**config.mk**
```make
export PLATFORM = sky130hd
export DESIGN_NAME = goertzel_coeff_server
export DESIGN_NICKNAME = d
export VERILOG_FILES = /design/src/rtl/goertzel_coeff_server_pkg.sv /design/src/rtl/goertzel_coeff_server_quarter_sine_rom.sv /design/src/rtl/goertzel_coeff_server.sv
export SDC_FILE = /design/constraint.sdc
export NUM_CORES = 1
export LEC_CHECK = 0
export BUFFER_PORTS_ARGS = -buffer_cell sky130_fd_sc_hd__buf_2
export CORE_MARGIN = 5
export CORE_UTILIZATION = 35
export CTS_CLUSTER_SIZE = 16
export DETAILED_ROUTE_END_ITERATION = 12
export GPL_TIMING_DRIVEN = 0
export PLACE_DENSITY = 0.55
export SLEW_MARGIN = 15
export SYNTH_ARGS = -nofsm -noshare
export SYNTH_HDL_FRONTEND = slang
export SYNTH_SLANG_ARGS = --single-unit
```
**constraint.sdc**
```tcl
create_clock -name sys_clk -period 8.9 [get_ports sys_clk]
set_clock_uncertainty 0.15 [all_clocks]
set_input_delay 1.78 -clock sys_clk [delete_from_list [all_inputs] [get_ports sys_clk]]
set_output_delay 1.78 -clock sys_clk [all_outputs]
set_load 0.005 [all_outputs]
```
**src/rtl/goertzel_coeff_server_pkg.sv**
```systemverilog
// Shared definitions for the Goertzel coefficient server.
//  - ONE_Q14   : +1.0 in signed Q1.14
//  - state_e   : responder FSM encoding (also visible on dbg_state)
//  - qsin_q14  : elaboration-time sine generator for the quarter-wave ROM,
//                sin(2*pi*idx/n) rounded to Q1.14, computed with an integer
//                Taylor series in Q28 so no external init file is needed.
package goertzel_coeff_server_pkg;

  localparam logic [15:0] ONE_Q14 = 16'h4000;

  // round(pi * 2^28)
  localparam longint PI_Q28 = 64'sd843314857;

  typedef enum logic [2:0] {
    ST_IDLE    = 3'd0,
    ST_S_ADDR  = 3'd1,
    ST_S_DATA  = 3'd2,
    ST_C_ADDR  = 3'd3,
    ST_C_DATA  = 3'd4,
    ST_PRESENT = 3'd5
  } state_e;

  // Only evaluated for idx in [0, n/4], i.e. angles in [0, pi/2], where the
  // series converges quickly; nine terms leave error far below 2^-14.
  function automatic longint qsin_q14(input int idx, input int n);
    longint x;
    longint x2;
    longint term;
    longint sum;
    x    = (2 * PI_Q28 * longint'(idx)) / longint'(n);
    x2   = (x * x) >>> 28;
    term = x;
    sum  = x;
    for (int t = 1; t <= 9; t++) begin
      term = -((term * x2) >>> 28) / longint'((2 * t) * (2 * t + 1));
      sum  = sum + term;
    end
    return (sum * longint'(ONE_Q14) + (64'sd1 <<< 27)) >>> 28;
  endfunction

endpackage

```
**src/rtl/goertzel_coeff_server_quarter_sine_rom.sv**
```systemverilog
// Quarter-wave sine ROM.
//  Holds NUM_SAMPLES/4+1 words: sin(2*pi*i/N) in Q1.14 for i = 0..N/4.
//  Synchronous single-port read, one cycle of latency (EBR friendly).
// Ports
//  clk_i   in   1          clock
//  addr_i  in   NS_BITS-1  word address, 0..N/4
//  data_o  out  C_W        registered ROM word
module quarter_sine_rom
  import goertzel_coeff_server_pkg::*;
#(
  parameter int NUM_SAMPLES = 512,
  parameter int NS_BITS     = 9,
  parameter int C_W         = 16
) (
  input  logic               clk_i,
  input  logic [NS_BITS-2:0] addr_i,
  output logic [C_W-1:0]     data_o
);

  localparam int DEPTH = NUM_SAMPLES / 4 + 1;

  logic [C_W-1:0] rom [0:DEPTH-1];
  logic [C_W-1:0] data_q;

  // Contents are constants fixed at elaboration.
  for (genvar g = 0; g < DEPTH; g++) begin : g_rom
    localparam longint VAL = qsin_q14(g, NUM_SAMPLES);
    assign rom[g] = C_W'(VAL);
  end

  always_ff @(posedge clk_i) begin
    data_q <= rom[addr_i];
  end

  assign data_o = data_q;

endmodule

```
**src/rtl/goertzel_coeff_server.sv**
```systemverilog
// Goertzel trig-coefficient server (responder side of request_trig/trig_ready).
//  Each request returns sin/cos of 2*pi*k/N for the current bin k of a
//  programmable sweep, read from a single quarter-wave sine ROM using
//  quadrant symmetry (cos(k) = sin(k + N/4)).
//
// Handshake: a rising edge on request_trig is one request. trig_ready is a
//  one-cycle pulse exactly 5 cycles after the cycle in which the edge is
//  seen; sin_out/cos_out are valid in that cycle and held until the next
//  pulse. An edge arriving while busy is queued one deep; an edge arriving
//  while one is already queued sets the sticky req_overrun flag.
//
// Ports
//  sys_clk, sys_rst        clock, synchronous active-high reset
//  request_trig            request level (rising edge = request)
//  trig_ready              result-valid pulse
//  sin_out, cos_out        signed Q1.14 results
//  bin_start, bin_step     sweep start bin and per-request increment (mod N)
//  num_coeffs              coefficients per sweep, 0 behaves as 1
//  sweep_restart           pulse: next request serves bin_start
//  sweep_done              pulse with trig_ready of the last coefficient
//  req_overrun             sticky request-overrun flag
//  dbg_state               current FSM state (state_e encoding)
module goertzel_coeff_server
  import goertzel_coeff_server_pkg::*;
#(
  parameter int NUM_SAMPLES = 512,
  parameter int NS_BITS     = 9,
  parameter int C_W         = 16
) (
  input  logic               sys_clk,
  input  logic               sys_rst,
  input  logic               request_trig,
  output logic               trig_ready,
  output logic [C_W-1:0]     sin_out,
  output logic [C_W-1:0]     cos_out,
  input  logic [NS_BITS-1:0] bin_start,
  input  logic [NS_BITS-1:0] bin_step,
  input  logic [5:0]         num_coeffs,
  input  logic               sweep_restart,
  output logic               sweep_done,
  output logic               req_overrun,
  output logic [2:0]         dbg_state
);

  localparam logic [NS_BITS-1:0] QUARTER   = NS_BITS'(NUM_SAMPLES / 4);
  localparam logic [NS_BITS-2:0] QUARTER_A = (NS_BITS - 1)'(NUM_SAMPLES / 4);

  state_e             state_q;
  logic               req_d_q;
  logic               pending_q;
  logic               restart_pend_q;
  logic [NS_BITS-1:0] k_q;
  logic [5:0]         ctr_q;
  logic [NS_BITS-1:0] step_cfg_q;
  logic [5:0]         num_cfg_q;
  logic [C_W-1:0]     sin_word_q;
  logic [1:0]         quad_q;
  logic               trig_q;
  logic [C_W-1:0]     sin_out_q;
  logic [C_W-1:0]     cos_out_q;
  logic               done_q;
  logic               overrun_q;

  logic               req_edge;
  logic               restart_now;
  logic [NS_BITS-1:0] phase;
  logic [1:0]         quad;
  logic [NS_BITS-3:0] rem;
  logic [NS_BITS-2:0] rom_addr;
  logic [C_W-1:0]     rom_data;
  logic [C_W-1:0]     mapped;
  logic [5:0]         num_eff;
  logic               last;

  assign req_edge    = request_trig & ~req_d_q;
  assign restart_now = sweep_restart | restart_pend_q;

  // Quadrant mapper. The phase is k for the sin read and k+N/4 for the cos
  // read; odd quadrants mirror the table, upper half-cycle negates it. The
  // quadrant is registered alongside the ROM's own address register so the
  // sign is applied to the matching data word one cycle later.
  assign phase    = (state_q == ST_C_ADDR) ? (k_q + QUARTER) : k_q;
  assign quad     = phase[NS_BITS-1 -: 2];
  assign rem      = phase[NS_BITS-3:0];
  assign rom_addr = quad[0] ? (QUARTER_A - {1'b0, rem}) : {1'b0, rem};
  assign mapped   = quad_q[1] ? (-rom_data) : rom_data;

  assign num_eff = (num_cfg_q == 6'd0) ? 6'd1 : num_cfg_q;
  assign last    = ({1'b0, ctr_q} + 7'd1) >= {1'b0, num_eff};

  quarter_sine_rom #(
    .NUM_SAMPLES (NUM_SAMPLES),
    .NS_BITS     (NS_BITS),
    .C_W         (C_W)
  ) u_rom (
    .clk_i  (sys_clk),
    .addr_i (rom_addr),
    .data_o (rom_data)
  );

  always_ff @(posedge sys_clk) begin
    if (sys_rst) begin
      state_q        <= ST_IDLE;
      req_d_q        <= 1'b0;
      pending_q      <= 1'b0;
      restart_pend_q <= 1'b0;
      k_q            <= bin_start;
      ctr_q          <= 6'd0;
      step_cfg_q     <= bin_step;
      num_cfg_q      <= num_coeffs;
      sin_word_q     <= '0;
      quad_q         <= 2'd0;
      trig_q         <= 1'b0;
      sin_out_q      <= '0;
      cos_out_q      <= '0;
      done_q         <= 1'b0;
      overrun_q      <= 1'b0;
    end else begin
      req_d_q <= request_trig;
      quad_q  <= quad;
      trig_q  <= 1'b0;
      done_q  <= 1'b0;

      case (state_q)
        ST_IDLE: begin
          if (restart_now) begin
            k_q            <= bin_start;
            ctr_q          <= 6'd0;
            step_cfg_q     <= bin_step;
            num_cfg_q      <= num_coeffs;
            restart_pend_q <= 1'b0;
          end
          if (req_edge || pending_q) begin
            state_q   <= ST_S_ADDR;
            pending_q <= 1'b0;
          end
        end
        ST_S_ADDR: state_q <= ST_S_DATA;
        ST_S_DATA: begin
          sin_word_q <= mapped;
          state_q    <= ST_C_ADDR;
        end
        ST_C_ADDR: state_q <= ST_C_DATA;
        ST_C_DATA: begin
          // Outputs are loaded here so they are visible during PRESENT.
          sin_out_q <= sin_word_q;
          cos_out_q <= mapped;
          trig_q    <= 1'b1;
          done_q    <= last;
          state_q   <= ST_PRESENT;
        end
        ST_PRESENT: begin
          // A restart (live or deferred) overrides the sweep advance.
          if (restart_now) begin
            k_q            <= bin_start;
            ctr_q          <= 6'd0;
            step_cfg_q     <= bin_step;
            num_cfg_q      <= num_coeffs;
            restart_pend_q <= 1'b0;
          end else if (last) begin
            k_q        <= bin_start;
            ctr_q      <= 6'd0;
            step_cfg_q <= bin_step;
            num_cfg_q  <= num_coeffs;
          end else begin
            k_q   <= k_q + step_cfg_q;
            ctr_q <= ctr_q + 6'd1;
          end
          // A queued (or just-arrived) request starts without visiting IDLE.
          if (req_edge && pending_q) begin
            overrun_q <= 1'b1;
          end
          state_q   <= (req_edge || pending_q) ? ST_S_ADDR : ST_IDLE;
          pending_q <= 1'b0;
        end
        default: state_q <= ST_IDLE;
      endcase

      // Requests and restarts arriving mid-request are deferred.
      if (state_q != ST_IDLE && state_q != ST_PRESENT) begin
        if (sweep_restart) begin
          restart_pend_q <= 1'b1;
        end
        if (req_edge) begin
          if (pending_q) begin
            overrun_q <= 1'b1;
          end else begin
            pending_q <= 1'b1;
          end
        end
      end
    end
  end

  assign trig_ready  = trig_q;
  assign sin_out     = sin_out_q;
  assign cos_out     = cos_out_q;
  assign sweep_done  = done_q;
  assign req_overrun = overrun_q;
  assign dbg_state   = state_q;

endmodule

```
==> out/qor.txt <==
Final Net Count - 995
post-CTS setup buffer count - 0
IO Count - 66
DRT Pass-1 Iters - 6
Routability Congestion - 1.054
HPWL after DPL - 19,240 um
Setup TNS Final - 0 ns
Seq/Total Area, Yosys - 33.41%
status - completed
worst vdd ir - 0.1166 mV
Starting Density - 35.52%
syn_area_per_cell - 8.012 sq um
R2R cell count - 13
CTS tree - done
# clock sinks - 103
R2R setup slack - 3.86 ns
DRC Markers - 0
Synth async-reset ratio - 0%
RSZ-0062 raised after global routing - no
register clock-pin slew on the reported worst setup and hold paths - 0.08 ns
vias in the first global route - 6,964
Die Width - 150.3 um
Rows - 51
post_cts resized - 0
PD cells - 240.2 nW/um^2
Root Driver - clkbuf_16
total wire length - 26,140 um
ANT nets after route - 0
core area - 19,400 sq um
Post-synth top flop - dfxtp_1
GRT Resource Usage Total - 23.11%
DRT iter0 DRCs - 828
wire per inst - 21.68 um
final setup violation count - 0
Crit Path Category - flip-flop to flip-flop
beginning of the worst hold path - sin_out[10]$_SDFFE_PP0P_
number of enable flip-flop cells after synthesis - 24
worst hold slack - 0.3032 ns
flops & latches, synth - 103
Critical Path RT - 8.94 ns
Hold Fails Final Rpt - 0
slew at the pin closest to its max-slew limit - 1.114 ns
Worst setup EP type - flip-flop
Final period util - 56.66%
total gr overflow - 0
Synth Instances - 860
Slew Viols, Final - 0
type of element launching the critical path - flip-flop
post-cts hold buffer count - 0
yosys warns - 0
post-DR vias/cell - 5.992
mapped cell area - 6890 sq um
share of layout cells above drive strength 1 - 14.88%
initial antenna violation count - 0
Arrival @ worst endpoint - 5.09 ns
die span in y - 150.3 um
r2r startpoint - k_q[0]$_DFFE_PP_
# port buffers - 65
r2r endpoint - u_rom.data_o[4]$_SDFF_PP0_
Max Cap Viol - 0
Die ar. - 22,590 sq um
post-synth cell types - 78
static leakage - 3.033 nW
first-pass GRT wire length - 40,270 um
CTS Buf Count - 9
post-synthesis net count - 919
routed vias - 7,226
Worst Hold Path EP - sin_out[10]$_SDFFE_PP0P_
post-route minimum period - 5.043 ns
Max H-tree Level - 3
Hold Crit Depth - 2
FMAX - 198.3 MHz
min-delay worst type - flip-flop to flip-flop
largest net degree at the start of global routing - 22
clk_lat worst skew - 0.35 ns
Syn-to-layout area delta - 14.11%
clock buffer depth - 2
critical-path maximum fanout - 11
diode count - 0
Slew Limit Headroom - 25.47%
==> Yosys cell counts (all sizes together) (22+ instances only) <==
cell | number | area [sq um]
a211oi | 49 | 367.9
a21oi | 69 | 345.3
buf | 34 | 177.7
clkbuf | 37 | 138.9
dfxtp | 79 | 1582
edfxtp | 24 | 720.7
ha | 30 | 375.4
inv | 24 | 90.08
nand2 | 92 | 352.8
nand3 | 22 | 115.1
nor2 | 89 | 341.6
nor3 | 25 | 140.1
o21ai | 70 | 350.3
==> layer usage <==
metal / GRT usage (%) / share of wire, % / vias up
met3: 5.238 / 9.7 / 106
met4: 11.34 / 5.0 / 0
met2: 34.72 / 43 / 452
met5: 0 / 0 / -
li1: - / - / 3340
met1: 31.20 / 43 / 3328
==> cell usage in the layout, fill, tap and decap left out, drive strengths merged, types with 5 or more instances in the layout <==
cell and count:
xor2 21, a221oi 5, mux2i 8, o22ai 10, nand2b 7, mux2 7
nand3 22, o221ai 7, a311oi 5, nand2 92, xnor2 11, nor2 89
a21o 13, ha 30, o211ai 13, and2 5, o21ai 70, dfxtp 79
clkbuf 46, a211oi 49, inv 27, a21oi 69, edfxtp 24, nor4 10
nor3 25, a31oi 10, buf 99
==> how the worst max path moves through the flow <==
stage | slack (ns) | to | cells after the start | start
after floorplan | 5.19 | k_q[8]$_DFFE_PP_ | 6 | sweep_restart
after global placement | 3.88 | u_rom.data_o[0]$_SDFF_PP0_ | 13 | k_q[0]$_DFFE_PP_
after detailed placement | 4.09 | u_rom.data_o[0]$_SDFF_PP0_ | 13 | k_q[0]$_DFFE_PP_
after CTS | 4.05 | u_rom.data_o[0]$_SDFF_PP0_ | 13 | k_q[0]$_DFFE_PP_
after global routing | 3.87 | u_rom.data_o[4]$_SDFF_PP0_ | 13 | k_q[0]$_DFFE_PP_
final | 3.86 | u_rom.data_o[4]$_SDFF_PP0_ | 13 | k_q[0]$_DFFE_PP_
==> cell type report <==
cell class / instances / area (sq um)
sequential: 103 / 2302
inverter: 24 / 90.09
clock buffer: 9 / 225.2
buffer: 71 / 316.6
tap: 265 / 331.6
fill: 2073 / 11540
timing repair buffer: 65 / 325.3
multi-input combinational: 662 / 4185
clock inverter: 7 / 86.33
==> worst max-delay path: stages, from the launching register on <==
cell      delay [ns]
edfxtp_1        0.58
buf_2           0.30
inv_1           0.25
ha_1            0.41
mux2_2          0.43
inv_2           0.22
ha_1            0.20
clkbuf_1        0.58
nor2_1          0.34
o21ai_0         0.40
o22ai_1         0.14
o21ai_0         0.23
a31oi_1         0.16
a311oi_1        0.47
==> metrics by stage <==
step	instance area (sq um)	std cells	power, mW	utilization [%]	setup WS (ns)
2_1_floorplan	6890	860	1.162	-	5.186
3_3_place_gp	7547	1190	1.473	38.91	3.882
3_5_place_dp	7551	1190	1.448	38.93	4.088
4_1_cts	7863	1206	1.862	40.53	4.047
5_1_grt	7863	1206	1.983	40.53	3.865
6_report	7863	1206	1.889	40.53	3.857
==> sequential cells by signal, summed over array words and instances, names as in the netlist, 3 cells and up <==
register      flops
num_cfg_q         6
sin_word_q       16
step_cfg_q        9
k_q               9
u_rom.data_o     15
ctr_q             6
dbg_state         3
cos_out          16
sin_out          16
==> power breakdown <==
| group | total, mW | switching [mW] | internal (mW) |
|---|---|---|---|
| Clock | 0.407 | 0.204 | 0.203 |
| Combinational | 0.880 | 0.600 | 0.280 |
| Sequential | 0.602 | 0.0547 | 0.547 |
==> logic make-up (layout without fill, tap and decap cells) <==
group	after synthesis	after routing	synth area share [%]
muxes	15	15	2.361
and+or+nand+nor	278	278	18.61
buffers and inverters	95	176	5.901
xor gates and xnor gates	32	32	4.558
adders and majority gates	32	32	5.883
DFF	103	103	33.41
AOI/OAI and AO/OA	305	305	29.27
No activity file was read; power rests on OpenSTA's default activity.
